==> config.mk <==
export PLATFORM = sky130hd
export DESIGN_NAME = mc_ctrl
export DESIGN_NICKNAME = d
export VERILOG_FILES = /design/src/rtl/mc_defs.sv /design/src/rtl/mc_decode.sv /design/src/rtl/mc_ctrl.sv
export SDC_FILE = /design/constraint.sdc
export NUM_CORES = 1
export LEC_CHECK = 0
export CAP_MARGIN = 20
export CORE_MARGIN = 2
export CORE_UTILIZATION = 33
export DETAILED_ROUTE_END_ITERATION = 8
export PLACE_DENSITY = 0.74
export SYNTH_ARGS = -nofsm -noshare
export SYNTH_HDL_FRONTEND = slang
export SYNTH_SLANG_ARGS = --single-unit
==> constraint.sdc <==
create_clock -name Clk -period 1.4 [get_ports Clk]
set_input_delay 0.21 -clock Clk [delete_from_list [all_inputs] [get_ports Clk]]
set_output_delay 0.21 -clock Clk [all_outputs]
set_load 0.05 [all_outputs]
==> src/rtl/mc_defs.sv <==
// Shared definitions for the multi-cycle MIPS controller: state codes,
// opcode/funct constants, datapath select encodings and instruction class.
package mc_defs;

   localparam int unsigned ST_W  = 3;
   localparam int unsigned OP_W  = 6;
   localparam int unsigned SEL_W = 2;
   localparam int unsigned ALU_W = 3;

   // Controller states
   localparam logic [ST_W-1:0] S_FETCH = 3'd0;
   localparam logic [ST_W-1:0] S_DCD   = 3'd1;
   localparam logic [ST_W-1:0] S_EXE   = 3'd2;
   localparam logic [ST_W-1:0] S_MEM   = 3'd3;
   localparam logic [ST_W-1:0] S_WB    = 3'd4;

   // Opcodes (IR[31:26])
   localparam logic [OP_W-1:0] OP_R   = 6'b000000;
   localparam logic [OP_W-1:0] OP_ORI = 6'b001101;
   localparam logic [OP_W-1:0] OP_LUI = 6'b001111;
   localparam logic [OP_W-1:0] OP_LW  = 6'b100011;
   localparam logic [OP_W-1:0] OP_SW  = 6'b101011;
   localparam logic [OP_W-1:0] OP_BEQ = 6'b000100;
   localparam logic [OP_W-1:0] OP_J   = 6'b000010;
   localparam logic [OP_W-1:0] OP_JAL = 6'b000011;

   // Funct codes (IR[5:0]) for R-type
   localparam logic [OP_W-1:0] FN_ADDU = 6'b100001;
   localparam logic [OP_W-1:0] FN_SUBU = 6'b100011;
   localparam logic [OP_W-1:0] FN_JR   = 6'b001000;

   // Next-PC select
   localparam logic [SEL_W-1:0] NPC_PC4 = 2'd0;
   localparam logic [SEL_W-1:0] NPC_BR  = 2'd1;
   localparam logic [SEL_W-1:0] NPC_J   = 2'd2;
   localparam logic [SEL_W-1:0] NPC_JR  = 2'd3;

   // Register destination select
   localparam logic [SEL_W-1:0] RD_RT  = 2'd0;
   localparam logic [SEL_W-1:0] RD_RD  = 2'd1;
   localparam logic [SEL_W-1:0] RA_SEL = 2'd2;

   // GRF write-data select
   localparam logic [SEL_W-1:0] WD_ALU = 2'd0;
   localparam logic [SEL_W-1:0] WD_DM  = 2'd1;
   localparam logic [SEL_W-1:0] WD_PC4 = 2'd2;

   // ALU operations
   localparam logic [ALU_W-1:0] ALU_ADD = 3'd0;
   localparam logic [ALU_W-1:0] ALU_SUB = 3'd1;
   localparam logic [ALU_W-1:0] ALU_OR  = 3'd2;
   localparam logic [ALU_W-1:0] ALU_LUI = 3'd3;

   // One-hot instruction class; bad covers every unsupported encoding
   typedef struct packed {
      logic addu;
      logic subu;
      logic jr;
      logic ori;
      logic lui;
      logic lw;
      logic sw;
      logic beq;
      logic j;
      logic jal;
      logic bad;
   } instr_cls_t;

endpackage

==> src/rtl/mc_decode.sv <==
// Op/Funct decoder: maps the current IR fields to a one-hot instruction class.
module mc_decode
   import mc_defs::*;
(
   input  logic [5:0] op,
   input  logic [5:0] funct,
   output instr_cls_t cls
);

   // Opcode first, then funct for R-type; anything unrecognised is bad
   always_comb begin
      cls = '0;
      case (op)
         OP_R: begin
            case (funct)
               FN_ADDU: cls.addu = 1'b1;
               FN_SUBU: cls.subu = 1'b1;
               FN_JR:   cls.jr   = 1'b1;
               default: cls.bad  = 1'b1;
            endcase
         end
         OP_ORI:  cls.ori = 1'b1;
         OP_LUI:  cls.lui = 1'b1;
         OP_LW:   cls.lw  = 1'b1;
         OP_SW:   cls.sw  = 1'b1;
         OP_BEQ:  cls.beq = 1'b1;
         OP_J:    cls.j   = 1'b1;
         OP_JAL:  cls.jal = 1'b1;
         default: cls.bad = 1'b1;
      endcase
   end

endmodule

==> src/rtl/mc_ctrl.sv <==
// Multi-cycle MIPS controller: FETCH/DCD/EXE/MEM/WB sequencing with
// combinational write enables and datapath selects.
module mc_ctrl
   import mc_defs::*;
(
   input  logic       Clk,
   input  logic       Reset,
   input  logic [5:0] Op,
   input  logic [5:0] Funct,
   input  logic       Zero,
   output logic       PCWr,
   output logic       IRWr,
   output logic       RFWr,
   output logic       MemWr,
   output logic [1:0] NPCSel,
   output logic [1:0] RegDst,
   output logic [1:0] WDSel,
   output logic       ALUBSel,
   output logic       ExtOp,
   output logic [2:0] ALUOp,
   output logic       InstrDone
);

   logic [ST_W-1:0]  state;
   logic [ST_W-1:0]  state_nxt;
   instr_cls_t       cls;
   logic             alub_i;
   logic             ext_i;
   logic [ALU_W-1:0] aluop_i;

   mc_decode u_decode (
      .op    (Op),
      .funct (Funct),
      .cls   (cls)
   );

   // State register, synchronous reset to FETCH
   always_ff @(posedge Clk) begin
      if (Reset) state <= S_FETCH;
      else       state <= state_nxt;
   end

   // ALU operand/operation selects, held from EXE through the end of the instruction
   always_comb begin
      alub_i  = 1'b0;
      ext_i   = 1'b0;
      aluop_i = ALU_ADD;
      if (cls.subu || cls.beq) aluop_i = ALU_SUB;
      if (cls.ori) begin
         alub_i  = 1'b1;
         aluop_i = ALU_OR;
      end
      if (cls.lui) begin
         alub_i  = 1'b1;
         aluop_i = ALU_LUI;
      end
      if (cls.lw || cls.sw) begin
         alub_i = 1'b1;
         ext_i  = 1'b1;
      end
   end

   // Next state and per-state outputs; Reset suppresses every output
   always_comb begin
      state_nxt = S_FETCH;
      PCWr      = 1'b0;
      IRWr      = 1'b0;
      RFWr      = 1'b0;
      MemWr     = 1'b0;
      NPCSel    = NPC_PC4;
      RegDst    = RD_RT;
      WDSel     = WD_ALU;
      ALUBSel   = 1'b0;
      ExtOp     = 1'b0;
      ALUOp     = ALU_ADD;
      InstrDone = 1'b0;
      if (!Reset) begin
         case (state)
            S_FETCH: begin
               IRWr      = 1'b1;
               PCWr      = 1'b1;
               state_nxt = S_DCD;
            end
            S_DCD: begin
               if (cls.j || cls.jal) begin
                  PCWr      = 1'b1;
                  NPCSel    = NPC_J;
                  InstrDone = 1'b1;
               end
               if (cls.jal) begin
                  RFWr   = 1'b1;
                  RegDst = RA_SEL;
                  WDSel  = WD_PC4;
               end
               if (cls.jr) begin
                  PCWr      = 1'b1;
                  NPCSel    = NPC_JR;
                  InstrDone = 1'b1;
               end
               if (cls.bad) InstrDone = 1'b1;
               if (cls.addu || cls.subu || cls.ori || cls.lui ||
                   cls.lw || cls.sw || cls.beq)
                  state_nxt = S_EXE;
            end
            S_EXE: begin
               ALUBSel = alub_i;
               ExtOp   = ext_i;
               ALUOp   = aluop_i;
               if (cls.beq) begin
                  NPCSel    = NPC_BR;
                  PCWr      = Zero;
                  InstrDone = 1'b1;
               end else if (cls.lw || cls.sw) begin
                  state_nxt = S_MEM;
               end else if (cls.addu || cls.subu || cls.ori || cls.lui) begin
                  state_nxt = S_WB;
               end
            end
            S_MEM: begin
               ALUBSel = alub_i;
               ExtOp   = ext_i;
               ALUOp   = aluop_i;
               if (cls.sw) begin
                  MemWr     = 1'b1;
                  InstrDone = 1'b1;
               end else if (cls.lw) begin
                  state_nxt = S_WB;
               end
            end
            S_WB: begin
               ALUBSel   = alub_i;
               ExtOp     = ext_i;
               ALUOp     = aluop_i;
               RFWr      = 1'b1;
               InstrDone = 1'b1;
               RegDst    = (cls.addu || cls.subu) ? RD_RD : RD_RT;
               WDSel     = cls.lw ? WD_DM : WD_ALU;
            end
            default: state_nxt = S_FETCH;
         endcase
      end
   end

endmodule

==> run_results.csv, run 1 <==
group,metric,value,unit
outcome,outcome,"stopped before the end",
outcome,stop_stage,"clock tree synthesis (4_1_cts)",
outcome,error,"[ERROR DPL-0038] Utilization greater than 100%, impossible to legalize",
logic_synthesis,synth-xor-area-share,0,%
logic_synthesis,synth_mux_area_share,0,%
placed_design,dpl-instance-area,1459,µm²
cts,cts_sinks,3,
cts,ctsHoldBuffers,0,
cts,ctsRootBufferMaster,"clkbuf_4",
placed_design,post-dp-hpwl,2704,µm
floorplanning,fp.dieW,44.10,µm
logic_synthesis,ys.flop_type,"dfxtp_1",
logic_synthesis,synth-seq-cells,3,
cts,post_cts_buffers,9,
logic_synthesis,postSynth.asyncResetShare,0,%
logic_synthesis,avgSynthCellArea,6.801,µm²
logic_synthesis,synth_area,530.5,µm²
floorplanning,die_h,44.10,µm
logic_synthesis,ys_types,37,
placed_design,gp_congestion,0.8448,
logic_synthesis,synth_compound_area_share,23.82,%
logic_synthesis,synth_top_family_by_area,"simple AND/OR/NAND/NOR gates",
logic_synthesis,synthSimpleGateAreaFrac,56.84,%
cts,clockBufferDepth,2,
floorplanning,initial_utilization,35.22,%
logic_synthesis,synth_edf_count,0,
placed_design,port_buffers,29,
cts,cts_resized,71,
floorplanning,num_io_pins,31,
placed_design,dp_slack,-0.7267,ns
logic_synthesis,synth_top_cell_area_share,11.32,%
logic_synthesis,syn_inst,78,
logic_synthesis,synth_fp_nets,93,
floorplanning,num_rows,14,
logic_synthesis,synth_warnings,0,
logic_synthesis,synth_fa_ha_area_share,0,%
logic_synthesis,synthTopCellsByArea,"dfxtp_1 (11%), nor2_1 (7.1%), nand3_1 (4.7%)",
cts,htreeDepth,1,
logic_synthesis,yosysSeqAreaShare,11.32,%
logic_synthesis,yosysTopAreaCell,"dfxtp_1",
cts,cts_buffers,3,
-- through the flow --
stage                     std cells  setup TNS [ns]
after floorplan                  78          -1.732
after global placement          155          -8.257
after detailed placement        155          -9.545
-- cell families after synthesis --
group | count (synthesis)
AND/OR/NAND/NOR | 49
AO/OA/AOI/OAI | 17
buffers and inverters | 8
flip-flops | 3
other | 1
-- synthesized netlist by cell type, types with 2 or more instances --
| library cell | number |
|---|---|
| a21oi_1 | 2 |
| a31oi_1 | 3 |
| and2_2 | 2 |
| and4_2 | 2 |
| buf_4 | 2 |
| clkbuf_1 | 3 |
| dfxtp_1 | 3 |
| inv_1 | 2 |
| nand2_1 | 5 |
| nand2b_1 | 2 |
| nand3_1 | 5 |
| nand4_1 | 3 |
| nor2_1 | 10 |
| nor2b_1 | 4 |
| nor3_1 | 5 |
| o21ai_0 | 3 |
| o31a_1 | 2 |
==> inputs of run 2 (changes only) <==
CORE_AREA = 2 2 63 65   (was default)
CORE_MARGIN = default   (was 2)
CORE_UTILIZATION = default   (was 33)
DIE_AREA = 0 0 65 67   (was default)
PLACE_DENSITY = default   (was 0.74)
PLACE_DENSITY_LB_ADDON = 0.15   (was default)
clock period = 1.8 ns   (was 1.4 ns; I/O delays follow)
==> run_results.csv, run 2 <==
group,metric,value,unit
setup_path,endpoint_kind,"output port",
logic_synthesis,synth_fp_nets,93,
timing,final-setup-viol-count,1,
setup_path,crit_fanout,4,
floorplanning,fp.dieW,65,µm
placed_design,post-dp-hpwl,1793,µm
logic_synthesis,syn_inst,78,
logic_synthesis,yosysTopAreaCell,"dfxtp_1",
final_layout,final_cell_count_no_fill,189,
final_layout,top_regs,"state: 3 flops",
final_layout,mostFrequentLayoutCells,"buf_4 (31), buf_12 (15), buf_6 (9)",
setup_path,crit_path_cell_trace,"buf_6 > nor3_4 > nand2_4 > o31a_1 > a221oi_2 > buf_12",
final_layout,n_antenna_cell,0,
setup_path,crit_cells,6,
outcome,violations,"setup timing",
logic_synthesis,netlist_top_cells_count,"nor2_1 (10), nand2_1 (5), nand3_1 (5), nor3_1 (5), nor2b_1 (4)",
cts,cts_sinks,3,
cts,cts_buffers,3,
logic_synthesis,synthTopCellsByArea,"dfxtp_1 (11%), nor2_1 (7.1%), nand3_1 (4.7%)",
global_route,grt_first_pass_wirelength,3864,µm
final_layout,layout.nets,157,
final_layout,layout_commonest_cell,"buf_4",
run,drv_cap,0,
floorplanning,core-area,3606,µm²
cts,clk_latency,0.21,ns
placed_design,dp_slack,-0.4472,ns
logic_synthesis,avgSynthCellArea,6.801,µm²
timing,setup_tns,-0.001394,ns
floorplanning,die_h,67,µm
cts,htreeDepth,1,
logic_synthesis,synth_most_common_cell,"nor2_1",
routing,drc,0,
timing,finalHoldViolations,0,
final_layout,fillers,352,
timing,rsz0062_at_grt,"true",
setup_path,cp.buffers_inverters,2,
min_path,min_path_cells,2,
global_route,grt_start_max_net_pins,11,
setup_path,worstPathRequired,1.53,ns
timing,final_critical_path_setup_slack,-0.001394,ns
final_layout,largest_reg_flops,3,
global_route,grt_pass1_vias,857,
floorplanning,dieArea,4355,µm²
logic_synthesis,synth_top_cell_area_share,11.32,%
timing,min_period_over_period,100.1,%
setup_path,critPathKind,"input port to output port",
final_layout,top_register,"state",
floorplanning,initial_utilization,14.71,%
logic_synthesis,ys.flop_type,"dfxtp_1",
global_route,grt_use_total,11.30,%
cts,cts_tree,"yes",
logic_synthesis,postSynth.asyncResetShare,0,%
setup_path,cp_top_family,"compound AO/OA/AOI/OAI gates",
min_path,hold_path_class,"flip-flop to flip-flop",
power,power_density,318.3,nW/µm²
setup_path,slowest_stage,"a221oi_2",
timing,skew,0.0004707,ns
logic_synthesis,synth_warnings,0,
placed_design,gp_congestion,0.7994,
cts,clockBufferDepth,2,
routing,firstDrtPassIters,4,
setup_path,max_stage_delay,0.33,ns
timing,maxSlewViolCount,0,
routing,wl_per_cell,12.06,µm
timing,period_minus_slack,1.801,ns
cts,ctsRootBufferMaster,"clkbuf_8",
cts,ctsHoldBuffers,0,
setup_path,cp.arrival,1.53,ns
routing,viasPerCell,4.439,
outcome,outcome,"finished with violations",
logic_synthesis,synth_edf_count,0,
logic_synthesis,ys_types,37,
logic_synthesis,synth-seq-cells,3,
setup_path,crit_path_start_kind,"input port",
global_route,antenna_found_initial,0,
final_layout,final_util,40.70,%
logic_synthesis,yosysSeqAreaShare,11.32,%
routing,drt-total-wl,2280,µm
floorplanning,num_io_pins,31,
timing,timing.fmax,555.1,MHz
placed_design,place_inst,179,
final_layout,area_growth_syn_to_layout,176.7,%
cts,clk_pin_slew,0.03,ns
global_route,grt_overflow,0,
logic_synthesis,synth_area,530.5,µm²
routing,vias,839,
power,vdd_ir_drop_max,0.1483,mV
floorplanning,num_rows,22,
routing,ant_nets,0,
power,power_leakage,0.6199,nW
final_layout,layout-drive-gt1-share,73.76,%
routing,detail_route.iter0.violations,13,
setup_path,r2r_cells,6,
placed_design,port_buffers,29,
power,finalPower,0.4671,mW
run 2: path summary, 6_finish.rpt:
kind                                 end      from  slack, ns
worst min register to register  state[2]  state[1]       0.56
worst max register to register  state[2]  state[2]       0.61
worst min-delay path            state[2]  state[1]       0.56
worst max-delay path                PCWr     Op[3]     -0.001
run 2: logic make-up after synthesis:
| kind of cell | Yosys count | synth area share [%] |
|---|---|---|
| compound gates | 17 | 23.82 |
| other cells | 1 | 0.7069 |
| buf+inv | 8 | 7.310 |
| simple gates | 49 | 56.84 |
| flops | 3 | 11.32 |
run 2: what timing repair did:
item                       4_1_cts  5_1_grt
setup endpoints to repair       15        7
buffers inserted                 2        4
resized for setup               70       17
pin swaps                       10        3
run 2: tightest hold or removal path: stages, from the launching register on:
cell and delay [ns]:
dfxtp_2 0.34, nand4_1 0.10, a21oi_1 0.07
run 2: cell type report:
class | count | area [µm²] | area share [%]
Timing Repair Buffer | 65 | 696.9 | 47.48
Multi-Input combinational cell | 67 | 593.1 | 40.41
Tap cell | 48 | 60.06 | 4.092
Inverter | 2 | 11.26 | 0.7673
Sequential cell | 3 | 61.31 | 4.177
Clock buffer | 4 | 45.04 | 3.069
run 2: through the flow:
step                area, µm²  hold slack (ns)
floorplan               586.8           0.4696
global placement         1265           0.5719
detailed placement       1265           0.5760
CTS                      1368           0.5972
global route             1468           0.6128
finish                   1468           0.5619
run 2: power breakdown:
part           internal (mW)  switching (mW)  total, mW  leakage [nW]
clock                  0.150          0.0382      0.189        0.0228
combinational          0.108          0.0999      0.208         0.572
sequential            0.0691         0.00179     0.0709        0.0250
run 2: metal layers:
metal | part of all wire, % | up-vias | track usage [%] | wire (µm)
met1 | 42 | 392 | 13.25 | 955
met5 | 0 | - | 0 | 0
met4 | 1.5 | 0 | 3.723 | 34
met3 | 5.5 | 4 | 2.703 | 126
li1 | - | 417 | - | -
met2 | 51 | 26 | 20.10 | 1163
Power figures use the tool's default switching activity.
